$ cat src/rtl/vec_cache_sram_burst_ctrl_if.sv
// rtl/vec_cache_sram_burst_ctrl_if.sv - request, stream and SRAM command bundle for vec_cache_sram_burst_ctrl
// The master modport is the controller side; the slave modport is the datapath/SRAM side.
interface vec_cache_sram_burst_ctrl_if #(
  parameter int LEN_W = 4
);
  typedef struct packed {
    logic [8:0] addr;
    logic [1:0] byte_sel;
    logic       mode;
  } sram_inst_cmd_t;

  logic             req_vld;
  logic             req_rdy;
  logic             req_wr;
  logic [8:0]       req_addr;
  logic [1:0]       req_byte_sel;
  logic             req_mode;
  logic [LEN_W-1:0] req_len;

  logic             wdata_vld;
  logic             wdata_rdy;
  logic [31:0]      wdata;

  logic             rdata_vld;
  logic             rdata_rdy;
  logic [31:0]      rdata;
  logic             rdata_last;

  logic             wr_done;

  logic             read_vld;
  sram_inst_cmd_t   read_cmd;
  logic             write_vld;
  sram_inst_cmd_t   write_cmd;
  logic [31:0]      wr_data;
  logic [31:0]      rd_data;

  modport master (
    input  req_vld, req_wr, req_addr, req_byte_sel, req_mode, req_len,
    input  wdata_vld, wdata,
    input  rdata_rdy,
    input  rd_data,
    output req_rdy, wdata_rdy,
    output rdata_vld, rdata, rdata_last,
    output wr_done,
    output read_vld, read_cmd, write_vld, write_cmd, wr_data
  );

  modport slave (
    output req_vld, req_wr, req_addr, req_byte_sel, req_mode, req_len,
    output wdata_vld, wdata,
    output rdata_rdy,
    output rd_data,
    input  req_rdy, wdata_rdy,
    input  rdata_vld, rdata, rdata_last,
    input  wr_done,
    input  read_vld, read_cmd, write_vld, write_cmd, wr_data
  );
endinterface

$ cat src/rtl/vec_cache_sram_burst_ctrl.sv
// rtl/vec_cache_sram_burst_ctrl.sv - expands burst requests into single-beat SRAM reads/writes with a credit-protected return FIFO
// Optional stall counter built when VEC_SRAM_BURST_PERF_EN is defined; otherwise perf_stall_cnt is tied to 0.
module vec_cache_sram_burst_ctrl #(
  parameter int LEN_W       = 4,
  parameter int RFIFO_DEPTH = 4
) (
  input  logic                        clk,
  input  logic                        rst_n,
  vec_cache_sram_burst_ctrl_if.master bus,
  output logic [15:0]                 perf_stall_cnt
);
  localparam int PW = $clog2(RFIFO_DEPTH);
  localparam int CW = PW + 1;
  localparam logic [CW:0] DEPTH_W = (CW+1)'(RFIFO_DEPTH);

  typedef enum logic [1:0] {IDLE, RD, WR} state_t;

  state_t           state;
  logic [8:0]       cur_addr;
  logic [1:0]       cur_sel;
  logic             cur_mode;
  logic [LEN_W-1:0] beats_left;

  logic             read_vld_d;
  logic             last_d;
  logic             wr_done_q;

  logic [31:0]      fifo_data [RFIFO_DEPTH];
  logic             fifo_last [RFIFO_DEPTH];
  logic [PW-1:0]    wptr;
  logic [PW-1:0]    rptr;
  logic [CW-1:0]    fifo_count;
  logic             fifo_empty;

  logic             pop;
  logic             credit_ok;
  logic             rd_issue;
  logic             wr_issue;
  logic             last_beat;
  logic [8:0]       nxt_addr;
  logic [1:0]       nxt_sel;

  always_comb begin
    fifo_empty = (fifo_count == '0);
    pop        = !fifo_empty && bus.rdata_rdy;
    // Slots already used (entries plus the one being captured) must leave room,
    // counting the slot freed by a pop in this same cycle.
    credit_ok  = ({1'b0, fifo_count} + {{CW{1'b0}}, read_vld_d}) < (DEPTH_W + {{CW{1'b0}}, pop});
    rd_issue   = (state == RD) && credit_ok;
    wr_issue   = (state == WR) && bus.wdata_vld;
    last_beat  = (beats_left == '0);
    nxt_sel    = cur_sel;
    nxt_addr   = cur_addr;
    if (cur_mode) begin
      nxt_addr = cur_addr + 9'd1;
    end else begin
      nxt_sel = cur_sel + 2'd1;
      if (cur_sel == 2'd3) nxt_addr = cur_addr + 9'd1;
    end
  end

  assign bus.req_rdy    = (state == IDLE);
  assign bus.wdata_rdy  = (state == WR);
  assign bus.read_vld   = rd_issue;
  assign bus.write_vld  = wr_issue;
  assign bus.read_cmd   = rd_issue ? {cur_addr, cur_sel, cur_mode} : '0;
  assign bus.write_cmd  = wr_issue ? {cur_addr, cur_sel, cur_mode} : '0;
  assign bus.wr_data    = bus.wdata;
  assign bus.wr_done    = wr_done_q;
  assign bus.rdata_vld  = !fifo_empty;
  assign bus.rdata      = fifo_empty ? 32'h0 : fifo_data[rptr];
  assign bus.rdata_last = !fifo_empty && fifo_last[rptr];

  always_ff @(posedge clk or negedge rst_n) begin
    if (!rst_n) begin
      state      <= IDLE;
      cur_addr   <= '0;
      cur_sel    <= '0;
      cur_mode   <= 1'b0;
      beats_left <= '0;
      read_vld_d <= 1'b0;
      last_d     <= 1'b0;
      wr_done_q  <= 1'b0;
    end else begin
      read_vld_d <= rd_issue;
      last_d     <= rd_issue && last_beat;
      wr_done_q  <= wr_issue && last_beat;
      case (state)
        IDLE: begin
          if (bus.req_vld) begin
            cur_addr   <= bus.req_addr;
            cur_sel    <= bus.req_byte_sel;
            cur_mode   <= bus.req_mode;
            beats_left <= bus.req_len;
            state      <= bus.req_wr ? WR : RD;
          end
        end
        RD, WR: begin
          if (rd_issue || wr_issue) begin
            if (last_beat) begin
              state <= IDLE;
            end else begin
              cur_addr   <= nxt_addr;
              cur_sel    <= nxt_sel;
              beats_left <= beats_left - LEN_W'(1);
            end
          end
        end
        default: state <= IDLE;
      endcase
    end
  end

  always_ff @(posedge clk or negedge rst_n) begin
    if (!rst_n) begin
      wptr       <= '0;
      rptr       <= '0;
      fifo_count <= '0;
    end else begin
      if (read_vld_d) wptr <= wptr + PW'(1);
      if (pop)        rptr <= rptr + PW'(1);
      case ({read_vld_d, pop})
        2'b10:   fifo_count <= fifo_count + CW'(1);
        2'b01:   fifo_count <= fifo_count - CW'(1);
        default: fifo_count <= fifo_count;
      endcase
    end
  end

  // Storage needs no reset: the pointers and count define which entries are live.
  always_ff @(posedge clk) begin
    if (read_vld_d) begin
      fifo_data[wptr] <= bus.rd_data;
      fifo_last[wptr] <= last_d;
    end
  end

`ifdef VEC_SRAM_BURST_PERF_EN
  logic [15:0] stall_q;

  always_ff @(posedge clk or negedge rst_n) begin
    if (!rst_n) begin
      stall_q <= '0;
    end else if (((state == RD && !credit_ok) || (state == WR && !bus.wdata_vld)) &&
                 (stall_q != 16'hFFFF)) begin
      stall_q <= stall_q + 16'd1;
    end
  end

  assign perf_stall_cnt = stall_q;
`else
  assign perf_stall_cnt = 16'h0;
`endif
endmodule

$ cat src/flat_wrapper.sv
// flat-port wrapper written by rule: the top's interface ports become plain ports
module vec_cache_sram_burst_ctrl_flat 
#(
  parameter int LEN_W       = 4,
  parameter int RFIFO_DEPTH = 4
)
  (clk, rst_n, perf_stall_cnt, bus_req_vld, bus_req_wr, bus_req_addr, bus_req_byte_sel, bus_req_mode, bus_req_len, bus_wdata_vld, bus_wdata, bus_rdata_rdy, bus_rd_data, bus_req_rdy, bus_wdata_rdy, bus_rdata_vld, bus_rdata, bus_rdata_last, bus_wr_done, bus_read_vld, bus_read_cmd, bus_write_vld, bus_write_cmd, bus_wr_data);
  vec_cache_sram_burst_ctrl_if #(.LEN_W(LEN_W)) bus_i ();
  input  logic clk;
  input  logic rst_n;
  output logic [15:0] perf_stall_cnt;
  input wire logic [$bits(bus_i.req_vld)-1:0] bus_req_vld;
  input wire logic [$bits(bus_i.req_wr)-1:0] bus_req_wr;
  input wire logic [$bits(bus_i.req_addr)-1:0] bus_req_addr;
  input wire logic [$bits(bus_i.req_byte_sel)-1:0] bus_req_byte_sel;
  input wire logic [$bits(bus_i.req_mode)-1:0] bus_req_mode;
  input wire logic [$bits(bus_i.req_len)-1:0] bus_req_len;
  input wire logic [$bits(bus_i.wdata_vld)-1:0] bus_wdata_vld;
  input wire logic [$bits(bus_i.wdata)-1:0] bus_wdata;
  input wire logic [$bits(bus_i.rdata_rdy)-1:0] bus_rdata_rdy;
  input wire logic [$bits(bus_i.rd_data)-1:0] bus_rd_data;
  output wire logic [$bits(bus_i.req_rdy)-1:0] bus_req_rdy;
  output wire logic [$bits(bus_i.wdata_rdy)-1:0] bus_wdata_rdy;
  output wire logic [$bits(bus_i.rdata_vld)-1:0] bus_rdata_vld;
  output wire logic [$bits(bus_i.rdata)-1:0] bus_rdata;
  output wire logic [$bits(bus_i.rdata_last)-1:0] bus_rdata_last;
  output wire logic [$bits(bus_i.wr_done)-1:0] bus_wr_done;
  output wire logic [$bits(bus_i.read_vld)-1:0] bus_read_vld;
  output wire logic [$bits(bus_i.read_cmd)-1:0] bus_read_cmd;
  output wire logic [$bits(bus_i.write_vld)-1:0] bus_write_vld;
  output wire logic [$bits(bus_i.write_cmd)-1:0] bus_write_cmd;
  output wire logic [$bits(bus_i.wr_data)-1:0] bus_wr_data;
  assign bus_i.req_vld = bus_req_vld;
  assign bus_i.req_wr = bus_req_wr;
  assign bus_i.req_addr = bus_req_addr;
  assign bus_i.req_byte_sel = bus_req_byte_sel;
  assign bus_i.req_mode = bus_req_mode;
  assign bus_i.req_len = bus_req_len;
  assign bus_i.wdata_vld = bus_wdata_vld;
  assign bus_i.wdata = bus_wdata;
  assign bus_i.rdata_rdy = bus_rdata_rdy;
  assign bus_i.rd_data = bus_rd_data;
  assign bus_req_rdy = bus_i.req_rdy;
  assign bus_wdata_rdy = bus_i.wdata_rdy;
  assign bus_rdata_vld = bus_i.rdata_vld;
  assign bus_rdata = bus_i.rdata;
  assign bus_rdata_last = bus_i.rdata_last;
  assign bus_wr_done = bus_i.wr_done;
  assign bus_read_vld = bus_i.read_vld;
  assign bus_read_cmd = bus_i.read_cmd;
  assign bus_write_vld = bus_i.write_vld;
  assign bus_write_cmd = bus_i.write_cmd;
  assign bus_wr_data = bus_i.wr_data;
  vec_cache_sram_burst_ctrl #(.LEN_W(LEN_W), .RFIFO_DEPTH(RFIFO_DEPTH)) u_core (.clk(clk), .rst_n(rst_n), .bus(bus_i), .perf_stall_cnt(perf_stall_cnt));
endmodule
$ cat config.mk
export PLATFORM = sky130hd
export DESIGN_NAME = vec_cache_sram_burst_ctrl_flat
export DESIGN_NICKNAME = d
export VERILOG_FILES = /design/src/rtl/vec_cache_sram_burst_ctrl_if.sv /design/src/rtl/vec_cache_sram_burst_ctrl.sv /design/src/flat_wrapper.sv
export SDC_FILE = /design/constraint.sdc
export NUM_CORES = 1
export LEC_CHECK = 0
export CELL_PAD_IN_SITES_DETAIL_PLACEMENT = 1
export CELL_PAD_IN_SITES_GLOBAL_PLACEMENT = 2
export CORE_MARGIN = 2
export CORE_UTILIZATION = 31
export CTS_CLUSTER_DIAMETER = 60
export DETAILED_ROUTE_END_ITERATION = 7
export PLACE_DENSITY = 0.86
export SLEW_MARGIN = 20
export SYNTH_ARGS = -nofsm -noshare
export SYNTH_HDL_FRONTEND = slang
export SYNTH_SLANG_ARGS = --single-unit
$ cat constraint.sdc
create_clock -name clk -period 6.32 [get_ports clk]
set_input_delay 1.264 -clock clk [delete_from_list [all_inputs] [get_ports clk]]
set_output_delay 1.264 -clock clk [all_outputs]
set_load 0.01 [all_outputs]
==> metrics.md <==
| Metric | Value |
|---|---|
| # fillers | around 2300 |
| Kind of end point of the critical path | output port |
| Final Hold Viols | 0 |
| Worst slew pin tran | approximately 1000 ps |
| Hold Crit Class | reg2reg |
| Post-Syn Area per Cell | 15.4 sq um |
| FFs w/ async S/R, synth | between 10% and 20% |
| Grt ovf | 0 |
| Area of the multi-input gates | around 0.0021 sq mm |
| I/O Pins | 197 |
| Synth Area in Compound Gates | 3.94% |
| Post-CTS setup buffer count | 0 |
| Pre-CTS setup slack | around 1300 ps |
| DR DRC count | 0 |
| Max-cap violations | 0 |
| Max IR drop VDD | roughly 0.16 mV |
| Worst Slack Setup Final | 1330 ps |
| Resize count post-CTS | 0 |
| Cell Area, Synth | just over 0.007 sq mm |
| Via-per-instance ratio | approximately 4.9 |
| Total routed wirelength | between 15000 and 20000 um |
| Pre-Repair DR Iteration Count | 4 |
| Worst-Skew Late Latency | around 420 ps |
| Core Area | between 0.02 and 0.025 sq mm |
| Final-stage net count | approximately 650 |
| Mapped Cells | around 470 |
| DR WL/cell | slightly below 20 um |
| Worst setup SP type | primary input |
| Netlist cell types | 47 |
| Setup_tns | 0 ps |
| Flop pwr share | between 30% and 40% |
| Clock power frac | approximately a quarter |
| Pwr dens | roughly 470 mW/mm^2 |
| Sequential cell area fraction in the yosys report | about 65% |
| Largest net degree at the start of global routing | 40 |
| # port buffers | between 100 and 150 |
| Pwr Total | between 4 and 5 mW |
| # setup viols final | 0 |
| Detail Placement HPWL | 11000 um |
| Initial core utilization | roughly a third |
| Largest family of logic cells by synthesized area | multiplexers |
| Switching power of the nets | 1.49 mW |
| Vias post-DR | 4189 |
| Slew headroom | approximately a third |
| Post-Layout Cell Count | roughly 850 |
| RSZ-0062 raised after global routing | no |
| Post-synthesis mux area share | a little under an eighth |
| 1st-iter DRT viols | between 150 and 200 |
| Routability Congestion | ~0.76 |
| Die X-Extent | 157 um |
| Synth-to-Final Area Change | 24.2% |
| DRT antenna net count | 0 |
| Clock sink count | 160 |
| Critical path arrival | between 3000 and 4000 ps |
| Post-synth EDFFs | ~130 |
| Clock buffer depth | 2 |
| Crit-path max FO | 14 |
| Min Hold Slack | 512 ps |
| DIE AREA | about 0.025 sq mm |
| Ys flop type | edfxtp_1 |
| Pleak | around 3.2 nW |
| Synthesized flop and latch total | 160 |
| Fin Clk Skew | ~8.7 ps |
| Die Height | around 160 um |
| CTS H-tree depth | 4 |
| GRT Util Overall | 14.3% |
| CP Data Required Time | roughly 5100 ps |
| CTS Hold Buffers Added | 0 |
| Final Max Slew Viols | 0 |
| Dpl cells | between 800 and 900 |
| Fin crit share | between 70% and 80% |
| Row count | 55 |
| Adder-Cell Fraction of Synth Area | between 2 and 3% |
| Syn. warnings | 0 |
| Max frequency | roughly 200 MHz |
| Clk root buf | clkbuf_16 |
| Status | complete, no violations |
| CTS tree | done |
| Post-synthesis simple-gate area fraction | under 10% |
| Vias in the first global route | between 4000 and 5000 |
| Crit path time final | 4990 ps |
| Critical path class | in2out |
| Clock buffer count from CTS | 17 |
| First-pass GRT wire length | 26600 um |
| Synth Area in XOR/XNOR | less than 1% |
| Comb power frac | between 40% and 50% |
| Layout cells sized above 1 | between 10% and 20% |
| Sw Share | a little over a third |
| Initial antenna violation count | 1 |
| CTS clock-pin slew for the worst setup and hold paths | roughly 70 ps |
| Register area | 0.00467 sq mm |
| Internal power | ~2.8 mW |
## synth_stat cells (all sizes together), types with 2 or more instances
cell     count  area share (%)
or4          2            0.21
mux2         3            0.47
o22ai        3            0.26
nand2b       2            0.17
and2        49             4.2
o22a         3            0.36
a211oi       7            0.73
o31ai        2            0.28
xor2         4            0.49
a31oi        2            0.17
clkbuf      12            0.62
nand2       15            0.78
mux2i        4            0.55
or3          4            0.42
edfxtp     132              55
dfrtp       28             9.7
nor3         6            0.42
a2bb2oi      6            0.73
o21ai        8            0.55
buf         57             5.6
inv         18            0.94
and3        11            0.95
xnor2        3            0.36
nand3        7            0.49
nor2        14            0.76
ha          14             2.4
mux4        33              10
nor2b        3            0.26
a21oi        3            0.21
## state kept, by name, summed over array words and instances (netlist names)
name	count
u_core.beats_left	4
u_core.bus.wr_done	1
u_core.cur_addr	9
u_core.cur_mode	1
u_core.cur_sel	2
u_core.fifo_count	3
u_core.fifo_data	128
u_core.fifo_last	4
u_core.last_d	1
u_core.read_vld_d	1
u_core.rptr	2
u_core.state	2
u_core.wptr	2
## logic make-up (layout without fill, tap and decap cells)
| logic type | after synthesis | after routing |
|---|---|---|
| buffers and inverters | 87 | 170 |
| DFF | 160 | 160 |
| other | 1 | 17 |
| and+or+nand+nor | 119 | 119 |
| AOI/OAI and AO/OA | 39 | 39 |
| muxes | 40 | 40 |
| xor gates and xnor gates | 7 | 7 |
| adders and majority gates | 15 | 15 |
## power groups by stage
stage | Combinational (mW) | Sequential (mW) | Clock (mW)
3_3_place_gp | 1.73 | 1.50 | 0
4_1_cts | 1.81 | 1.50 | 1.02
5_1_grt | 1.95 | 1.52 | 1.06
3_5_place_dp | 1.80 | 1.52 | 0
6_report | 1.77 | 1.49 | 0.992
2_1_floorplan | 1.16 | 1.43 | 0
## final cells by class
type / count / share of cell area (%)
Timing Repair Buffer: 120 / 13.3
Inverter: 18 / 0.754
Clock buffer: 17 / 4.75
Tap cell: 285 / 3.98
Antenna cell: 1 / 0.0279
Multi-Input combinational cell: 236 / 23.4
Sequential cell: 160 / 52.1
Clock inverter: 15 / 1.68
## metrics by stage
stage	area, sq um	utilization (%)
5_1_grt	8950	39.4
3_3_place_gp	8380	36.9
6_report	8960	39.4
4_1_cts	8950	39.4
3_5_place_dp	8380	36.9
2_1_floorplan	7270	-
## worst paths after layout
check	start	endpoint	slack (ps)	cells past startpoint
hold reg to reg	u_core.last_d	u_core.fifo_last[1]	510	0
hold / removal	u_core.last_d	u_core.fifo_last[1]	510	0
max in group asynchronous	rst_n	u_core.rptr[0]	4780	2
min in group asynchronous	rst_n	u_core.state[0]	1230	2
setup / recovery	bus_rdata_rdy	bus_read_cmd[7]	1330	6
setup reg to reg	u_core.read_vld_d	u_core.cur_addr[1]	3640	6
## metal layers
metal,wire (um),track usage [%],up-vias
met1,7050,17.3,2152
met4,178,4.11,0
met5,0,0,-
met2,8560,25.0,157
met3,1040,4.15,24
li1,-,-,1856
## critical path: stages
cell	delay, ps
clkdlybuf4s50_1	470
o31ai_2	100
or3_4	360
a21oi_1	750
and2_1	240
clkdlybuf4s50_1	540
## layout by cell type (no fill, tap or decap), types with 5 or more instances in the layout
master	count
edfxtp_1	132
clkdlybuf4s50_1	116
and2_1	45
mux4_2	33
dfrtp_1	27
inv_1	18
clkbuf_16	17
conb_1	16
nand2_1	15
ha_1	14
nor2_1	13
and3_1	11
o21ai_0	8
nand3_1	7
a211oi_1	7
nor3_1	6
a2bb2oi_1	6
inv_8	5
No activity file was read; power rests on OpenSTA's default activity.
